**src/rtl/cfg_loader_pkg.sv**
```systemverilog
// Shared constants and helpers for the tile configuration loader.
// Optional parity checking is enabled by defining CFG_LOADER_PARITY_EN.
package cfg_loader_pkg;

  localparam int WR_CNT_W = 16;

  localparam logic [1:0] ST_IDLE  = 2'd0;
  localparam logic [1:0] ST_BURST = 2'd1;
  localparam logic [1:0] ST_FLUSH = 2'd2;
  localparam logic [1:0] ST_HALT  = 2'd3;

  function automatic int clog2_int(input int n);
    int r;
    r = 0;
    for (int i = 0; i < 31; i++) begin
      if ((1 << i) < n) r = i + 1;
    end
    return r;
  endfunction

  function automatic int max_int(input int a, input int b);
    return (a > b) ? a : b;
  endfunction

endpackage

```
**src/rtl/cfg_loader_if.sv**
```systemverilog
// Host-side write bus plus element-side write strobes of the configuration loader.
// DATA_PAR exists only when CFG_LOADER_PARITY_EN is defined.
interface cfg_loader_if
  import cfg_loader_pkg::*;
#(
  parameter int ADDR_W  = 10,
  parameter int DATA_W  = 8,
  parameter int NB_ELEM = 1,
  parameter int LEN_W   = 4
);
  localparam int IDX_W = max_int(1, clog2_int(NB_ELEM));
  localparam int LOC_W = ADDR_W - IDX_W;

  logic                SELECT;
  logic [ADDR_W-1:0]   ADDRESS;
  logic [DATA_W-1:0]   DATA;
  logic                BURST;
  logic [LEN_W-1:0]    BURST_LEN;
  logic                ERR_CLR;
`ifdef CFG_LOADER_PARITY_EN
  logic                DATA_PAR;
`endif
  logic                READY;
  logic [NB_ELEM-1:0]  SELECT_ELEM;
  logic [LOC_W-1:0]    ADDRESS_ELEM;
  logic [DATA_W-1:0]   DATA_ELEM;
  logic                ERROR;
  logic [WR_CNT_W-1:0] WR_COUNT;

`ifdef CFG_LOADER_PARITY_EN
  modport master (output SELECT, ADDRESS, DATA, BURST, BURST_LEN, ERR_CLR, DATA_PAR,
                  input  READY, SELECT_ELEM, ADDRESS_ELEM, DATA_ELEM, ERROR, WR_COUNT);
  modport slave  (input  SELECT, ADDRESS, DATA, BURST, BURST_LEN, ERR_CLR, DATA_PAR,
                  output READY, SELECT_ELEM, ADDRESS_ELEM, DATA_ELEM, ERROR, WR_COUNT);
`else
  modport master (output SELECT, ADDRESS, DATA, BURST, BURST_LEN, ERR_CLR,
                  input  READY, SELECT_ELEM, ADDRESS_ELEM, DATA_ELEM, ERROR, WR_COUNT);
  modport slave  (input  SELECT, ADDRESS, DATA, BURST, BURST_LEN, ERR_CLR,
                  output READY, SELECT_ELEM, ADDRESS_ELEM, DATA_ELEM, ERROR, WR_COUNT);
`endif

endinterface

```
**src/rtl/cfg_addr_decode.sv**
```systemverilog
// Combinational element index to one-hot strobe decoder with an in-range flag.
// Indices at or above NB_ELEM decode to all-zero with in_range low.
module cfg_addr_decode #(
  parameter int NB_ELEM = 1,
  parameter int IDX_W   = 1
) (
  input  logic [IDX_W-1:0]   idx,
  output logic [NB_ELEM-1:0] onehot,
  output logic               in_range
);

  always_comb begin
    in_range = (int'(idx) < NB_ELEM);
    onehot   = '0;
    for (int i = 0; i < NB_ELEM; i++) begin
      onehot[i] = (int'(idx) == i);
    end
  end

endmodule

```
**src/rtl/cfg_loader_tile.sv**
```systemverilog
// Tile configuration loader: single writes and address-incrementing bursts to one-hot elements.
// Parity checking on DATA is enabled by defining CFG_LOADER_PARITY_EN.
module cfg_loader_tile
  import cfg_loader_pkg::*;
#(
  parameter int ADDR_W  = 10,
  parameter int DATA_W  = 8,
  parameter int NB_ELEM = 1,
  parameter int LEN_W   = 4
) (
  input  logic      CLK,
  input  logic      RESET,
  cfg_loader_if.slave bus
);

  localparam int IDX_W = max_int(1, clog2_int(NB_ELEM));
  localparam int LOC_W = ADDR_W - IDX_W;

  logic [1:0]          state_q, state_d;
  logic                ready_q, ready_d;
  logic [IDX_W-1:0]    elem_q, elem_d;
  logic [LOC_W-1:0]    base_q, base_d;
  logic [LEN_W-1:0]    len_q, len_d;
  logic [LEN_W-1:0]    beat_q, beat_d;
  logic [NB_ELEM-1:0]  sel_q, sel_d;
  logic [LOC_W-1:0]    addr_q, addr_d;
  logic [DATA_W-1:0]   data_q, data_d;
  logic                err_q, err_d;
  logic [WR_CNT_W-1:0] cnt_q, cnt_d;

  logic               in_burst;
  logic [IDX_W-1:0]   dec_idx;
  logic [LOC_W-1:0]   loc_addr;
  logic [NB_ELEM-1:0] dec_onehot;
  logic               dec_in_range;
  logic               accept;
  logic               par_ok;
  logic               commit;
  logic               err_set;

  // During a burst the element and address come from the latched base, not ADDRESS.
  assign in_burst = (state_q == ST_BURST);
  assign dec_idx  = in_burst ? elem_q : bus.ADDRESS[ADDR_W-1:LOC_W];
  assign loc_addr = in_burst ? base_q + LOC_W'(beat_q) : bus.ADDRESS[LOC_W-1:0];
  assign accept   = ready_q & bus.SELECT;

`ifdef CFG_LOADER_PARITY_EN
  assign par_ok = (bus.DATA_PAR == ^bus.DATA);
`else
  assign par_ok = 1'b1;
`endif

  cfg_addr_decode #(.NB_ELEM(NB_ELEM), .IDX_W(IDX_W)) u_decode (
    .idx      (dec_idx),
    .onehot   (dec_onehot),
    .in_range (dec_in_range)
  );

  always_comb begin
    state_d = state_q;
    elem_d  = elem_q;
    base_d  = base_q;
    len_d   = len_q;
    beat_d  = beat_q;
    sel_d   = '0;
    addr_d  = addr_q;
    data_d  = data_q;
    cnt_d   = cnt_q;
    commit  = 1'b0;
    err_set = 1'b0;

    case (state_q)
      ST_IDLE: begin
        if (accept) begin
          if (!dec_in_range || !par_ok) begin
            err_set = 1'b1;
            state_d = ST_HALT;
          end else begin
            commit = 1'b1;
            if (bus.BURST) begin
              elem_d  = dec_idx;
              base_d  = loc_addr;
              len_d   = bus.BURST_LEN;
              beat_d  = LEN_W'(1);
              state_d = (bus.BURST_LEN <= LEN_W'(1)) ? ST_FLUSH : ST_BURST;
            end
          end
        end
      end
      ST_BURST: begin
        if (accept) begin
          if (!par_ok) begin
            err_set = 1'b1;
            state_d = ST_HALT;
          end else begin
            commit = 1'b1;
            if (beat_q == len_q - LEN_W'(1)) state_d = ST_FLUSH;
            else                             beat_d  = beat_q + LEN_W'(1);
          end
        end
      end
      ST_FLUSH: state_d = ST_IDLE;
      ST_HALT:  if (bus.ERR_CLR) state_d = ST_IDLE;
      default:  state_d = ST_IDLE;
    endcase

    if (commit) begin
      sel_d  = dec_onehot;
      addr_d = loc_addr;
      data_d = bus.DATA;
      if (cnt_q != '1) cnt_d = cnt_q + WR_CNT_W'(1);
    end

    // A fresh error wins over a simultaneous clear.
    err_d   = err_set | (err_q & ~bus.ERR_CLR);
    ready_d = (state_d == ST_IDLE) || (state_d == ST_BURST);
  end

  always_ff @(posedge CLK or posedge RESET) begin
    if (RESET) begin
      state_q <= ST_IDLE;
      ready_q <= 1'b0;
      elem_q  <= '0;
      base_q  <= '0;
      len_q   <= '0;
      beat_q  <= '0;
      sel_q   <= '0;
      addr_q  <= '0;
      data_q  <= '0;
      err_q   <= 1'b0;
      cnt_q   <= '0;
    end else begin
      state_q <= state_d;
      ready_q <= ready_d;
      elem_q  <= elem_d;
      base_q  <= base_d;
      len_q   <= len_d;
      beat_q  <= beat_d;
      sel_q   <= sel_d;
      addr_q  <= addr_d;
      data_q  <= data_d;
      err_q   <= err_d;
      cnt_q   <= cnt_d;
    end
  end

  assign bus.READY        = ready_q;
  assign bus.SELECT_ELEM  = sel_q;
  assign bus.ADDRESS_ELEM = addr_q;
  assign bus.DATA_ELEM    = data_q;
  assign bus.ERROR        = err_q;
  assign bus.WR_COUNT     = cnt_q;

endmodule

```
**src/flat_wrapper.sv**
```systemverilog
// flat-port wrapper written by rule: the top's interface ports become plain ports
module cfg_loader_tile_flat import cfg_loader_pkg::*;
#(
  parameter int ADDR_W  = 10,
  parameter int DATA_W  = 8,
  parameter int NB_ELEM = 1,
  parameter int LEN_W   = 4
)
  (CLK, RESET, bus_SELECT, bus_ADDRESS, bus_DATA, bus_BURST, bus_BURST_LEN, bus_ERR_CLR, bus_READY, bus_SELECT_ELEM, bus_ADDRESS_ELEM, bus_DATA_ELEM, bus_ERROR, bus_WR_COUNT);
  cfg_loader_if #(.ADDR_W(ADDR_W), .DATA_W(DATA_W), .NB_ELEM(NB_ELEM), .LEN_W(LEN_W)) bus_i ();
  input  logic CLK;
  input  logic RESET;
  input wire logic [$bits(bus_i.SELECT)-1:0] bus_SELECT;
  input wire logic [$bits(bus_i.ADDRESS)-1:0] bus_ADDRESS;
  input wire logic [$bits(bus_i.DATA)-1:0] bus_DATA;
  input wire logic [$bits(bus_i.BURST)-1:0] bus_BURST;
  input wire logic [$bits(bus_i.BURST_LEN)-1:0] bus_BURST_LEN;
  input wire logic [$bits(bus_i.ERR_CLR)-1:0] bus_ERR_CLR;
  output wire logic [$bits(bus_i.READY)-1:0] bus_READY;
  output wire logic [$bits(bus_i.SELECT_ELEM)-1:0] bus_SELECT_ELEM;
  output wire logic [$bits(bus_i.ADDRESS_ELEM)-1:0] bus_ADDRESS_ELEM;
  output wire logic [$bits(bus_i.DATA_ELEM)-1:0] bus_DATA_ELEM;
  output wire logic [$bits(bus_i.ERROR)-1:0] bus_ERROR;
  output wire logic [$bits(bus_i.WR_COUNT)-1:0] bus_WR_COUNT;
  assign bus_i.SELECT = bus_SELECT;
  assign bus_i.ADDRESS = bus_ADDRESS;
  assign bus_i.DATA = bus_DATA;
  assign bus_i.BURST = bus_BURST;
  assign bus_i.BURST_LEN = bus_BURST_LEN;
  assign bus_i.ERR_CLR = bus_ERR_CLR;
  assign bus_READY = bus_i.READY;
  assign bus_SELECT_ELEM = bus_i.SELECT_ELEM;
  assign bus_ADDRESS_ELEM = bus_i.ADDRESS_ELEM;
  assign bus_DATA_ELEM = bus_i.DATA_ELEM;
  assign bus_ERROR = bus_i.ERROR;
  assign bus_WR_COUNT = bus_i.WR_COUNT;
  cfg_loader_tile #(.ADDR_W(ADDR_W), .DATA_W(DATA_W), .NB_ELEM(NB_ELEM), .LEN_W(LEN_W)) u_core (.CLK(CLK), .RESET(RESET), .bus(bus_i));
endmodule
```
**config.mk**
```make
export PLATFORM = sky130hd
export DESIGN_NAME = cfg_loader_tile_flat
export DESIGN_NICKNAME = d
export VERILOG_FILES = /design/src/rtl/cfg_loader_pkg.sv /design/src/rtl/cfg_loader_if.sv /design/src/rtl/cfg_addr_decode.sv /design/src/rtl/cfg_loader_tile.sv /design/src/flat_wrapper.sv
export SDC_FILE = /design/constraint.sdc
export NUM_CORES = 1
export LEC_CHECK = 0
export CORE_ASPECT_RATIO = 1.2
export CORE_MARGIN = 5
export CORE_UTILIZATION = 55
export CTS_BUF_LIST = sky130_fd_sc_hd__clkbuf_8
export DETAILED_ROUTE_END_ITERATION = 6
export GPL_ROUTABILITY_DRIVEN = 0
export GPL_TIMING_DRIVEN = 0
export HOLD_SLACK_MARGIN = 0.03
export PLACE_DENSITY = 0.91
export SKIP_CTS_REPAIR_TIMING = 1
export SLEW_MARGIN = 25
export SYNTH_ARGS = -nofsm -noshare
export SYNTH_HDL_FRONTEND = slang
export SYNTH_SLANG_ARGS = --single-unit
export TNS_END_PERCENT = 20
```
**constraint.sdc**
```tcl
create_clock -name CLK -period 5.8 [get_ports CLK]
set_input_delay 0.58 -clock CLK [delete_from_list [all_inputs] [get_ports CLK]]
set_output_delay 0.58 -clock CLK [all_outputs]
set_load 0.01 [all_outputs]
```
* Word-level counts from Yosys, hierarchy flattened *
Cells that the tools add are included.

word-level totals
  input bits = 27
  output and inout port bits = 36
  logic and storage cells = 64
  register bits = 56

cells by class
  $add $sub $neg = 4
  $lt $le $gt $ge = 2
  equality and inequality tests = 11
  reduce and logical (&&, ||, !) cells = 7
  muxes and demuxes = 24
  bitwise gates (word level) = 5

operators by type and width
  kind                                                  count
  two-way mux 4 bit                                     5
  adder 16 x 1 -> 16 bit (second input constant)        1
  != test 16 bit (second input constant)                1
  two-way mux 2 bit                                     7
  adder 9 x 4 -> 9 bit                                  1
  two-way mux 9 bit                                     1
  two-way mux 1 bit                                     8
  one-hot mux 2 bit (4 select lines)                    1
  one-hot mux 4 bit (2 select lines)                    1
  != test 2 bit (second input constant)                 3
  AND reduction 6 bit                                   1
  adder 4 x 1 -> 4 bit (second input constant)          1
  equality test 2 x 1 -> 1 bit (second input constant)  2
  equality test 2 bit (second input constant)           2
  equality test 4 bit                                   1
  <= comparator 4 x 1 -> 1 bit (second input constant)  1
  zero test 2 bit                                       2
  != test 2 x 1 -> 1 bit (second input constant)        2
  AND reduction 4 bit                                   1
  subtractor 4 x 1 -> 4 bit (second input constant)     1
  bitwise AND 1 bit                                     2
  inverter 1 bit                                        2
  one-hot mux 1 bit (2 select lines)                    1
  AND reduction 2 bit                                   1
  other kinds (4)                                       4

* Logic depth before layout (Yosys ltp) *
  depth in word-level cells = 8
  gate-level depth with buffers = 8
  mapped depth without buffers = 8

* By module *
From an unflattened synthesis, not the netlist that was laid out.

second synthesis, totals
  cell total of the unflattened synthesis = 275
  area total of the unflattened synthesis = 2762.6 um^2

modules (own cells, without submodules)
  module           area each (um^2)  sequential area each (um^2)  instances  cells an instance
  cfg_loader_tile  2751.4            1401.3                       1          273
  cfg_addr_decode  11.3              0.0                          1          2

* Worst setup path before layout *
No wires, ideal clock.

  path type = reg-to-reg
  from = register u_core.beat_q[0]
  to = register u_core.addr_q[8] (netlist: u_core.bus.ADDRESS_ELEM[8])
  data arrival time = 1967 ps
  setup time = 125 ps
  data required time = 5675 ps
  period minus slack after synthesis = 2092 ps
  path buffers = 0
  cell stages (with the launch flop) = 9
  path slack = 3708 ps
  path through = dfrtp_1 -> ha_1 -> inv_1 -> fa_1 -> nand2b_1 -> a211oi_1 -> xnor2_1 -> o21ai_0 -> mux2_2

between the ends
  word-level cells in the longest chain between the ends = 2

ends and longest elaborated chain
  what                    line                    RTL
  start, declared         cfg_loader_tile.sv:24   logic [LEN_W-1:0] beat_q, beat_d;
  start signal, assigned  cfg_loader_tile.sv:138  beat_q <= beat_d;
  adder 9 x 4 -> 9 bit    cfg_loader_tile.sv:44   assign loc_addr = in_burst ? base_q + LOC_W'(beat_q) : bus.ADDRESS[LOC_W-1:0];
  two-way mux 9 bit       cfg_loader_tile.sv:44
  end signal, assigned    cfg_loader_tile.sv:140  addr_q <= addr_d;
  end, declared           cfg_loader_tile.sv:26   logic [LOC_W-1:0] addr_q, addr_d;

Every way passes these cells.
A chain may end at the register's enable or synchronous reset.

* Final worst setup path *
  from = register u_core.beat_q[0]
  to = register u_core.base_q[8]

between the ends
  word-level cells in the longest chain between the ends = 2

ends and longest elaborated chain
  what                  line                    RTL
  adder 9 x 4 -> 9 bit  cfg_loader_tile.sv:44
  two-way mux 9 bit     cfg_loader_tile.sv:44
  end signal, assigned  cfg_loader_tile.sv:136  base_q <= base_d;
  end, declared         cfg_loader_tile.sv:22   logic [LOC_W-1:0] base_q, base_d;

Every way passes these cells.

==> results.yml <==
setup_path:
  crit_arrival_ns: 2.58
  cp_num_buf_inv: 1
  path_cells: "ha_1, inv_1, fa_1, nand2b_1, a211oi_1, xnor2_1, o21ai_0, mux2_2"
  r2r-start: "u_core.beat_q[0]"
  slowest_stage: "dfrtp_1"
  critPathMaxStageDelay_ns: 0.51
  start_kind: "flop"
  critPathTopFamily: "adder cells"
  r2r-end: "u_core.base_q[8]"
  critPathKind: "reg2reg"
  critPathMaxFanout: 7
  ff2ff_path_depth: 8
  worstSetupEndpointType: "flop"
  cp_data_required_time_ns: 6.00
  reg2reg_slack_ns: 3.41
floorplanning:
  core_um2: 4940
  row_count: 28
  dieArea_um2: 6600
  pin_count: 63
  die_h_um: 88.0
  start_util: 0.565
  die_w_um: 75.0
timing:
  fin_crit_ns: 2.39
  max-slew-margin-rel: 0.553
  slew_violations: 0
  finalSetupViolCount: 0
  worst_pin_slew_ns: 0.670
  finalHoldViolations: 0
  setup_tns_ns: 0
  worst_hold_slack_ns: 0.484
  skew_ns: 0.00986
  finalCritPeriodShare: 0.411
  rsz0062_at_grt: "false"
  fmax_ghz: 0.419
drt:
  drt-wirelength-per-cell_um: 14.8
  num_vias: 2291
  via_per_inst: 5.49
  firstDrtPassIters: 4
  totalWireLength_um: 6170
  ant_nets: 0
  drtIter0Drc: 108
  drcViolationCount: 0
grt:
  grt_use_met1: 0.234
  grt_use_total: 0.202
  grtUsageMet3: 0.0413
  grt_pass1_vias: 2351
  grt_pass1_wl_um: 10300
  busiest_layer: "met2"
  grt_start_max_net_pins: 57
  grt_use_met2: 0.353
  antenna_found_initial: 0
  overflow: 0
clocking:
  clockBufferDepth: 2
  cts_made_buffers: 5
  clk_pin_slew_ns: 0.09
  clockRootBuffer: "clkbuf_8"
  insertion_delay_ns: 0.31
  htreeDepth: 2
  cts_tree: "done"
  clock_sinks: 56
placement:
  dpl.hpwl_um: 4720
  numPortBuffers: 62
layout:
  fillCellCount: 374
  multi_input_area_um2: 1310
  regArea_um2: 1400
  drive_gt1_frac: 0.0784
  diodes: 0
  area_growth_pct: 28.5
  final_nets: 391
worst_hold_path:
  hold_start: "u_core.bus.DATA_ELEM[3]"
  min_path_cells: 2
  min_path_type: "reg2reg"
  hold_end: "u_core.bus.DATA_ELEM[3]"
yosys:
  synth_top_area_cell: "dfrtp_1"
  ys.flop_type: "dfrtp_1"
  synth_cell_type_count: 47
  yosys_warnings: 0
  syn_area_um2: 2790
  synthTopCellsByArea: "dfrtp_1 50%, nand2_1 8.2%, xor2_1 3.5%"
  synthArstFlopShare: 1.00
  synthCells: 287
  seq_area_frac_synth: 0.502
  syn-num-nets: 322
  synth_commonest_cells: "61 x nand2_1, 56 x dfrtp_1, 17 x o21ai_0"
  syn-mean-instance-area_um2: 9.72
  synth_top_area_share: 0.502
  synth_seq_cells: 56
  synth_most_common_cell: "nand2_1"
  synth_edf_count: 0
outcome:
  status: "finished clean"
power:
  ir_worst_vdd_mv: 0.320
  powerDensity_nw_per_um2: 458
  leakage_nw: 1.59
flow_run:
  cap_violations: 0
-- cell usage in the layout, fill, tap and decap left out, types with 2 or more instances in the layout --
master | netlist | layout
or3_1 | 2 | 2
nand2_1 | 61 | 61
clkbuf_8 | 0 | 6
ha_1 | 7 | 7
o21ai_0 | 17 | 17
nand2b_1 | 6 | 6
a21boi_0 | 2 | 2
clkinvlp_4 | 0 | 2
xnor2_1 | 9 | 9
and3_1 | 2 | 2
clkdlybuf4s50_1 | 0 | 62
and2_1 | 4 | 4
dfrtp_1 | 56 | 56
buf_2 | 3 | 3
o31ai_1 | 3 | 3
and4_1 | 3 | 3
mux2_2 | 8 | 8
inv_1 | 11 | 10
clkbuf_1 | 5 | 5
a211oi_1 | 2 | 2
nor2b_1 | 3 | 3
xor2_1 | 11 | 11
or4_1 | 2 | 2
nor3_1 | 6 | 6
nand3_1 | 9 | 9
mux2i_1 | 2 | 2
nor2_1 | 14 | 14
a21oi_1 | 16 | 16
o22ai_1 | 2 | 2
-- layer usage --
metal / wire (um) / up-vias
met1: 2530 / 1094
met4: 132 / 0
met5: 0 / -
li1: - / 1114
met3: 343 / 14
met2: 3160 / 69
-- sequential cells by signal, indices dropped and copies added, names as in the netlist --
signal and cells:
u_core.bus.DATA_ELEM 8, u_core.beat_q 4, u_core.elem_q 1, u_core.bus.WR_COUNT 16, u_core.base_q 9, u_core.len_q 4
u_core.bus.ADDRESS_ELEM 9, u_core.bus.SELECT_ELEM 1, u_core.bus.READY 1, u_core.state_q 2, u_core.bus.ERROR 1
-- metrics by stage --
step                std cells   util  power, mW  area [um2]  setup slack [ns]
finish                    417  0.726       1.64        3590              3.41
global route              417  0.726       1.77        3590              3.26
CTS                       417  0.726       1.65        3590              3.43
detailed placement        409  0.706       1.43        3490              3.32
global placement          409  0.706       1.38        3490              2.87
floorplan                 287      -       1.11        2790              3.71
-- power by group --
part	switching, mW	internal [mW]	leakage (nW)
Combinational	0.383	0.380	0.841
Clock	0.125	0.0969	0.0434
Sequential	0.123	0.535	0.705
Total	0.631	1.01	1.59
-- worst min-delay path, cell delays in order, from the launching register on --
cell     delay (ns)
dfrtp_1        0.35
nand2_1        0.05
nand2_1        0.06
-- worst max path at each step --
stage | to | cells after the start | start
CTS | u_core.base_q[8] | 8 | u_core.beat_q[0]
floorplan | u_core.bus.ADDRESS_ELEM[8] | 8 | u_core.beat_q[0]
global route | u_core.bus.ADDRESS_ELEM[8] | 8 | u_core.beat_q[0]
finish | u_core.base_q[8] | 8 | u_core.beat_q[0]
global placement | u_core.bus.READY | 2 | RESET
detailed placement | u_core.bus.WR_COUNT[15] | 6 | bus_SELECT
-- cells by family after synthesis --
logic type / share of synthesized area
adder cells (fa/ha/maj): 0.0386
flip-flops: 0.502
buffers and inverters: 0.0282
AO/OA/AOI/OAI: 0.109
multiplexers: 0.0395
XOR/XNOR: 0.0709
AND/OR/NAND/NOR: 0.212
-- layout make-up --
| type | count | share of cell area |
|---|---|---|
| flip-flops and latches | 56 | 0.391 |
| multi-input cells | 211 | 0.365 |
| repair buffers | 62 | 0.173 |
| clock buffers | 6 | 0.0230 |
| well taps | 60 | 0.0209 |
| inverters | 12 | 0.0133 |
| plain buffers | 8 | 0.00942 |
| clock inverters | 2 | 0.00419 |
No activity file was read; power rests on OpenSTA's default activity.
